## src/rtl/lib_voq_tx_pkg.sv

```systemverilog
// Shared types and helpers for the VOQ transmitter (lib_voq_tx).
// The packet format, one-hot VC decode and buffer width helpers live here.
package lib_voq_tx_pkg;

    typedef struct packed {
        logic [3:0]  tag;
        logic [11:0] payload;
    } packet_t;

    // Widest VC fan-out the one-hot helper can produce.
    localparam int MAX_VC = 32;

    function automatic int ptr_w(input int depth);
        return (depth > 1) ? $clog2(depth) : 1;
    endfunction

    function automatic int cnt_w(input int depth);
        return $clog2(depth) + 1;
    endfunction

    // VC idx maps to bit idx counting from the left (bit 0 = VC 0).
    function automatic logic [0:MAX_VC-1] onehot_msb(input int unsigned idx, input int unsigned m);
        logic [0:MAX_VC-1] v;
        v = '0;
        if (idx < m && idx < MAX_VC) v[idx[4:0]] = 1'b1;
        return v;
    endfunction

endpackage

```

## src/rtl/lib_voq_tx_buf.sv

```systemverilog
// Circular packet buffer with registered first-word-fall-through head.
// The head registers hold their last value when the buffer drains.
module lib_voq_tx_buf
    import lib_voq_tx_pkg::*;
#(
    parameter int DEPTH = 4,
    parameter int DW = 2,
    localparam int PW = ptr_w(DEPTH),
    localparam int CW = cnt_w(DEPTH)
) (
    input  logic          clk,
    input  logic          reset,
    input  logic          push,
    input  logic          pop,
    input  packet_t       wr_data,
    input  logic [DW-1:0] wr_dest,
    output packet_t       head_data,
    output logic [DW-1:0] head_dest,
    output logic          head_val,
    output logic [CW-1:0] count_next
);

    packet_t       mem_data [DEPTH];
    logic [DW-1:0] mem_dest [DEPTH];
    logic [PW-1:0] rd_ptr;
    logic [PW-1:0] wr_ptr;
    logic [PW-1:0] rd_ptr_next;
    logic [CW-1:0] count;
    logic [CW-1:0] remain;

    always_comb begin
        rd_ptr_next = pop ? rd_ptr + 1'b1 : rd_ptr;
        remain      = pop ? count - 1'b1 : count;
        count_next  = push ? remain + 1'b1 : remain;
    end

    always_ff @(posedge clk) begin
        if (push) begin
            mem_data[wr_ptr] <= wr_data;
            mem_dest[wr_ptr] <= wr_dest;
        end
    end

    // The next head is an older entry if any survive the pop, else the word being written.
    always_ff @(posedge clk) begin
        if (reset) begin
            rd_ptr    <= '0;
            wr_ptr    <= '0;
            count     <= '0;
            head_val  <= 1'b0;
            head_data <= '0;
            head_dest <= '0;
        end else begin
            if (push) wr_ptr <= wr_ptr + 1'b1;
            rd_ptr   <= rd_ptr_next;
            count    <= count_next;
            head_val <= (count_next != '0);
            if (remain != '0) begin
                head_data <= mem_data[rd_ptr_next];
                head_dest <= mem_dest[rd_ptr_next];
            end else if (push) begin
                head_data <= wr_data;
                head_dest <= wr_dest;
            end
        end
    end

endmodule

```

## src/rtl/lib_voq_tx.sv

```systemverilog
// VOQ transmitter: buffers tagged packets, presents a one-hot VC valid, flags HOL stalls.
// Define LIB_VOQ_TX_STATS_EN to add per-VC transmit and drop counters.
module lib_voq_tx
    import lib_voq_tx_pkg::*;
#(
    parameter int M = 4,
    parameter int DEPTH = 4,
    parameter int STALL_LIMIT = 16,
    localparam int DW = (M > 1) ? $clog2(M) : 1
) (
    input  logic          clk,
    input  logic          reset,
    input  logic          ce,
    input  packet_t       i_data,
    input  logic          i_data_val,
    input  logic [DW-1:0] i_dest,
    output logic          o_en,
    output packet_t       o_data,
    output logic [0:M-1]  o_data_val,
    input  logic          i_en,
    output logic          o_stall
`ifdef LIB_VOQ_TX_STATS_EN
    ,
    output logic [0:M-1][15:0] o_tx_count,
    output logic [15:0]        o_drop_count
`endif
);

    localparam int CW = cnt_w(DEPTH);
    localparam int SW = $clog2(STALL_LIMIT + 1);

    // Handshake: a word moves on a ce edge only when its valid and the matching enable are both high.
    logic              dest_ok;
    logic              accept;
    logic              push;
    logic              pop;
    logic              head_val;
    logic [DW-1:0]     head_dest;
    logic [CW-1:0]     count_next;
    logic [SW-1:0]     stall_cnt;
    logic [SW-1:0]     stall_next;
    logic [0:MAX_VC-1] head_oh;
    logic              oh_unused;

    assign dest_ok = int'(i_dest) < M;
    assign accept  = ce & i_data_val & o_en;
    assign push    = accept & dest_ok;
    assign pop     = ce & head_val & i_en;

    lib_voq_tx_buf #(.DEPTH(DEPTH), .DW(DW)) u_buf (
        .clk        (clk),
        .reset      (reset),
        .push       (push),
        .pop        (pop),
        .wr_data    (i_data),
        .wr_dest    (i_dest),
        .head_data  (o_data),
        .head_dest  (head_dest),
        .head_val   (head_val),
        .count_next (count_next)
    );

    // Valid is decoded purely from registered head state; downstream ready depends on it.
    always_comb begin
        head_oh    = onehot_msb(32'(head_dest), M);
        o_data_val = head_val ? head_oh[0:M-1] : '0;
    end
    assign oh_unused = ^head_oh;

    always_comb begin
        stall_next = stall_cnt;
        if (!head_val || pop) stall_next = '0;
        else if (int'(stall_cnt) < STALL_LIMIT) stall_next = stall_cnt + 1'b1;
    end

    always_ff @(posedge clk) begin
        if (reset) begin
            o_en      <= 1'b0;
            stall_cnt <= '0;
            o_stall   <= 1'b0;
        end else if (ce) begin
            o_en      <= int'(count_next) < DEPTH;
            stall_cnt <= stall_next;
            o_stall   <= int'(stall_next) == STALL_LIMIT;
        end
    end

`ifdef LIB_VOQ_TX_STATS_EN
    always_ff @(posedge clk) begin
        if (reset) begin
            o_tx_count   <= '0;
            o_drop_count <= '0;
        end else begin
            for (int k = 0; k < M; k++) begin
                if (pop && int'(head_dest) == k && o_tx_count[k] != 16'hFFFF)
                    o_tx_count[k] <= o_tx_count[k] + 16'd1;
            end
            if (accept && !dest_ok && o_drop_count != 16'hFFFF)
                o_drop_count <= o_drop_count + 16'd1;
        end
    end
`endif

endmodule

```

## config.mk

```make
export PLATFORM = sky130hd
export DESIGN_NAME = lib_voq_tx
export DESIGN_NICKNAME = d
export VERILOG_FILES = /design/src/rtl/lib_voq_tx_pkg.sv /design/src/rtl/lib_voq_tx_buf.sv /design/src/rtl/lib_voq_tx.sv
export SDC_FILE = /design/constraint.sdc
export NUM_CORES = 1
export LEC_CHECK = 0
export ABC_CLOCK_PERIOD_IN_PS = 2450
export BUFFER_PORTS_ARGS = -buffer_cell sky130_fd_sc_hd__buf_4
export CORE_UTILIZATION = 60
export DETAILED_ROUTE_END_ITERATION = 10
export PLACE_DENSITY_LB_ADDON = 0.1
export SLEW_MARGIN = 20
export SYNTH_ARGS = -nofsm -noshare
export SYNTH_HDL_FRONTEND = slang
export SYNTH_HIERARCHICAL = 1
export SYNTH_SLANG_ARGS = --single-unit
```

## constraint.sdc

```tcl
create_clock -name clk -period 2.45 [get_ports clk]
set_clock_uncertainty 0.1 [all_clocks]
set_input_delay 0.245 -clock clk [delete_from_list [all_inputs] [get_ports clk]]
set_output_delay 0.245 -clock clk [all_outputs]
set_load 0.005 [all_outputs]
```

== After elaboration in Yosys (flattened, before gate mapping) ==
Memories as Yosys holds them, arrays and structs flattened.
Cells that the tools add are included.

* Bits in registers: 33
* Bits in writable memories: 72
* Bits of input ports: 23
* Output and inout bits: 22
* Word-level logic and storage cells: 47
* Memories kept: 2

{| class="wikitable"
|+ Memory list
! name !! depth !! width !! read ports !! clocked after memory_dff !! wr ports !! RTL line !! text
|-
| u_buf.mem_data || 4 || 16 || 1 || 0 || 1 || lib_voq_tx_buf.sv:23 || <nowiki>packet_t mem_data [DEPTH];</nowiki>
|-
| u_buf.mem_dest || 4 || 2 || 1 || 0 || 1 || lib_voq_tx_buf.sv:24 || <nowiki>logic [DW-1:0] mem_dest [DEPTH];</nowiki>
|}

* $add $sub $neg: 5
* $lt $le $gt $ge: 4
* Equal/unequal tests: 1
* Muxes and demuxes: 14
* Bitwise gates (word level): 5
* Reduce and logical (&&, ||, !) cells: 6

{| class="wikitable"
|+ Operator list
! cell !! count
|-
| $mux W16 || 2
|-
| $mux W5 || 2
|-
| $ge A6 B6 Y1 const B || 1
|-
| $lt A6 B1 Y1 const B || 1
|-
| $mux W2 || 3
|-
| $mux W3 || 2
|-
| $not A2 Y6 || 1
|-
| $reduce_bool A3 Y1 || 2
|-
| $add A5 B1 Y5 const B || 1
|-
| $demux W1 S5 || 1
|-
| $eq A5 B5 Y1 const B || 1
|-
| $lt A5 B5 Y1 const B || 1
|-
| $add A2 B1 Y2 const B || 2
|-
| $and A1 B1 Y1 || 4
|-
| $mux W4 || 1
|-
| $add A3 B1 Y3 const B || 1
|-
| $lt A3 B3 Y1 const B || 1
|-
| $mux W1 || 3
|-
| $sub A3 B1 Y3 const B || 1
|-
| $reduce_bool A2 Y1 || 1
|-
| $logic_and A1 B1 Y1 || 1
|-
| $logic_not A1 Y1 || 1
|-
| $logic_or A1 B1 Y1 || 1
|}

== Longest topological paths before layout ==
* Depth in word-level cells: 6
* Gate-level depth with buffers: 11
* Gate-level depth less buffers: 9

== By module ==
The synthesis kept the hierarchy.

{| class="wikitable"
|+ Modules (own cells, without submodules)
! module !! instances !! cells an instance !! area each (um2) !! sequential area each (um2)
|-
| lib_voq_tx_buf || 1 || 362 || 4754.6 || 2682.6
|-
| lib_voq_tx || 1 || 49 || 410.4 || 140.1
|}

== Least setup slack after synthesis ==
Ideal clock, no wire load.

* Kind: input to register
* Start point: input ce
* End point: memory u_buf/mem_data[0][0] (netlist bit) (enable)
* Setup time: 0.376 ns
* Arrival: 1.739 ns
* Data required time: 1.974 ns
* Path slack: 0.235 ns
* Stages on the path: 5
* Buffers on the path: 3
* Cell sequence: clkbuf_1 and3_1 buf_2 buf_2 and2_1

* Cells in the longest elaborated chain, start to end: 4

{| class="wikitable"
|+ Ends and longest elaborated chain
! element !! RTL line !! text
|-
| start, declared || lib_voq_tx.sv:13 || <nowiki>input logic ce,</nowiki>
|-
| $and A1 B1 Y1 (2 in a row) || lib_voq_tx.sv:46 || <nowiki>assign accept = ce & i_data_val & o_en;</nowiki>
|-
| net accept || lib_voq_tx.sv:34 || <nowiki>logic accept;</nowiki>
|-
| $mux W1 || lib_voq_tx_buf.sv:38 || <nowiki>if (push) begin</nowiki>
|-
| $mux W1 (implied by the code) || lib_voq_tx_buf.sv:39 || <nowiki>mem_data[wr_ptr] <= wr_data;</nowiki>
|-
| end, declared || lib_voq_tx_buf.sv:23 ||
|}

The timed path passes the listed nets, and every way through them passes these cells.

== Worst setup path in the final report ==
* Start point: register u_buf.head_val
* End point: register u_buf/head_data[11] (netlist bit)

* Cells in the longest elaborated chain, start to end: 5
* Elaborated cells between the ends (all ways): 8
* Those cells by class: mux: 3; bitwise: 2; reduce/logical: 2; memory: 1

{| class="wikitable"
|+ Ends and longest elaborated chain
! element !! RTL line !! text
|-
| start, declared || lib_voq_tx_buf.sv:19 || <nowiki>output logic head_val,</nowiki>
|-
| start signal, assigned || lib_voq_tx_buf.sv:57 || <nowiki>head_val <= (count_next != '0);</nowiki>
|-
| $and A1 B1 Y1 (*) (2 in a row) || lib_voq_tx.sv:48 || <nowiki>assign pop = ce & head_val & i_en;</nowiki>
|-
| net pop || lib_voq_tx.sv:36 || <nowiki>logic pop;</nowiki>
|-
| $mux W2 / $mux W3 (equally long branches) || lib_voq_tx_buf.sv:32, lib_voq_tx_buf.sv:33 ||
|-
| $mem_v2 Z4 W16 / $reduce_bool A3 Y1 (equally long branches) || n/a ||
|-
| $mux W16 / $reduce_bool A2 Y1 (equally long branches) || n/a ||
|-
| end signal, assigned || lib_voq_tx_buf.sv:59 || <nowiki>head_data <= mem_data[rd_ptr_next];</nowiki>
|-
| end signal, assigned || lib_voq_tx_buf.sv:62 || <nowiki>head_data <= wr_data;</nowiki>
|-
| end, declared || lib_voq_tx_buf.sv:17 || <nowiki>output packet_t head_data,</nowiki>
|}

Mark *: on every way through the listed nets, which the timed path passes. The rest lies on a longest branch.
A chain may end at the register's enable or synchronous reset.

==> summary.md <==
| Metric | Value |
|---|---|
| Status | `finished, final reports clean` |
| Max-slew headroom | `0.6539` |
| Ports | `45` |
| Hold Path Class | `in -> reg` |
| RD Place Congestion | `0.8044` |
| Pwr dens | `688.2 nW/um2` |
| PortBufs | `44` |
| Worst hold start | `i_data[11]` |
| Finished Core Util | `0.7212` |
| Static Leakage | `2.201 nW` |
| Final HPWL DP | `6.747 mm` |
| Max frequency | `0.4565 GHz` |
| Post-DRT Antenna Nets | `0` |
| Clock Tree Buf Depth | `2` |
| Yosys warns | `6` |
| Overall Global Routing Usage | `0.2549` |
| Post-CTS resize count | `0` |
| RSZ-0062 raised after global routing | `no` |
| Crit path launch | `u_buf/head_val` |
| Clk pin slew, worst setup/hold paths | `100 ps` |
| Crit path time final | `2191 ps` |
| # fillers | `593` |
| Kind of end point of the critical path | `flip-flop` |
| Synthesized area per cell | `12.61 um2` |
| Placed Instances | `546` |
| DIE WIDTH | `94.72 um` |
| Wire length per cell | `18.55 um` |
| Max Cap Viol | `0` |
| Core Area | `8258 um2` |
| Vias in the first global route | `3517` |
| Initial antenna violation count | `0` |
| N_diodes | `0` |
| Pin count of the biggest net entering global routing | `36` |
| TritonCTS clock tree | `done` |
| Startpoint Class | `flip-flop` |
| Vias per cell | `6.078` |
| Area Growth Syn to Fin | `15.48%` |
| # clock sinks | `105` |
| Root Driver | `clkbuf_8` |
| Global-route wire length before repair | `16.99 mm` |
| Final Cycle Share | `0.8941` |
| Grt ovf | `0` |
| Worst R2R Start | `u_buf/head_val` |
| Initial Util | `0.6245` |
| TNS Setup | `0 ps` |
| Crit Path Class | `reg -> reg` |
| Synth Net Count | `440` |
| Row count | `33` |
| Skew-Pair Late Insertion Delay | `360 ps` |
| Layout cells sized above 1 | `0.2384` |
| Crit path max fanout | `17` |
| H-tree level count | `3` |
| Remaining DRCs | `0` |
| TritonCTS Buffers | `9` |
| Crit path required time | `2620 ps` |
| Final hold viol count | `0` |
| Die area | `8971 um2` |
| Mapped Cells | `409` |
| Drt pass-1 iters | `4` |
| Min Hold Slack | `12.48 ps` |
| Initial DRC Count | `177` |
| Nets | `500` |
| Max IR drop VDD | `404.7 uV` |
| Die height | `94.72 um` |
| Synthesized area | `5157 um2` |
| Crit path DAT | `2360 ps` |
| Final setup violation count | `0` |
| Non-Filler Instances | `579` |
| Worst Max-Slew Pin Slew | `519.2 ps` |
| Via count | `3519` |
| Final Max Tran Viols | `0` |
| DRT Wirelength | `10.74 mm` |
flip-flops by register name, indices dropped and copies added (netlist names), 2 cells and up:
register and flops:
u_buf/rd_ptr 2, u_buf/mem_data 64, u_buf/mem_dest 8, u_buf/wr_ptr 2, u_buf/head_dest 2, u_buf/head_data 16
u_buf/count 3, stall_cnt 5
layer usage:
metal / vias up / track usage / wire, um
met3: 8 / 0.03382 / 334
met5: - / 0 / 0
met1: 1756 / 0.3223 / 4794
met2: 73 / 0.4400 / 5510
met4: 0 / 0.1048 / 103
li1: 1682 / - / -
worst max-delay path, cell delays in order (launching register included):
cell      delay [ps]
dfxtp_1          410
and3_1           300
buf_4            280
or2_1            160
buf_4            210
o22ai_1          120
a211o_1          260
a211oi_1         270
placed cells by master (no fill, tap or decap), types with 3 or more instances in the layout:
master	n
nand4b_1	3
a211oi_1	26
ha_1	8
buf_4	63
nor3_1	4
dfxtp_1	32
nand2_1	7
clkbuf_8	9
mux2_1	38
mux2i_1	5
nor2b_1	18
and2_1	5
a211oi_2	14
a21oi_1	3
xor2_1	3
inv_6	3
edfxtp_1	72
mux2_2	11
dlygate4sd3_1	17
nor2_1	26
xnor2_1	3
o21ai_0	5
o22ai_1	31
inv_1	11
a211o_1	15
worst paths after layout:
kind                            to  slack, ps  cells past startpoint
max            u_buf/head_data[11]        260                      7
min          u_buf/mem_data[1][11]         10                      1
max reg2reg    u_buf/head_data[11]        260                      7
min reg2reg                o_stall        380                      2
area by class of cell:
| class | instances | area [um2] | area share |
|---|---|---|---|
| clock inverters | 7 | 98.84 | 0.01660 |
| clock buffers | 9 | 123.9 | 0.02080 |
| flip-flops and latches | 105 | 2824 | 0.4742 |
| inverters | 12 | 45.04 | 0.007563 |
| well taps | 105 | 131.4 | 0.02206 |
| repair buffers | 81 | 663.1 | 0.1113 |
| multi-input cells | 260 | 2069 | 0.3475 |
through the flow:
step / cell area [um2] / worst slack (ps) / power (mW)
final: 5956 / 259.3 / 4.099
after global routing: 5956 / 94.72 / 4.291
after CTS: 5946 / 266.8 / 4.127
after detailed placement: 5563 / 301.8 / 2.932
after global placement: 5563 / 340.2 / 2.905
after floorplan: 5157 / 235.5 / 2.642
repair_timing:
item                      CTS  global route
hold buffers               16             1
hold endpoints to repair   64             1
setup buffers               0             0
power breakdown:
part	total, mW	switching [mW]	internal, mW
sequential	2.07	0.0650	2.00
combinational	0.846	0.413	0.433
clock	1.19	0.602	0.586
Power figures use the tool's default switching activity.
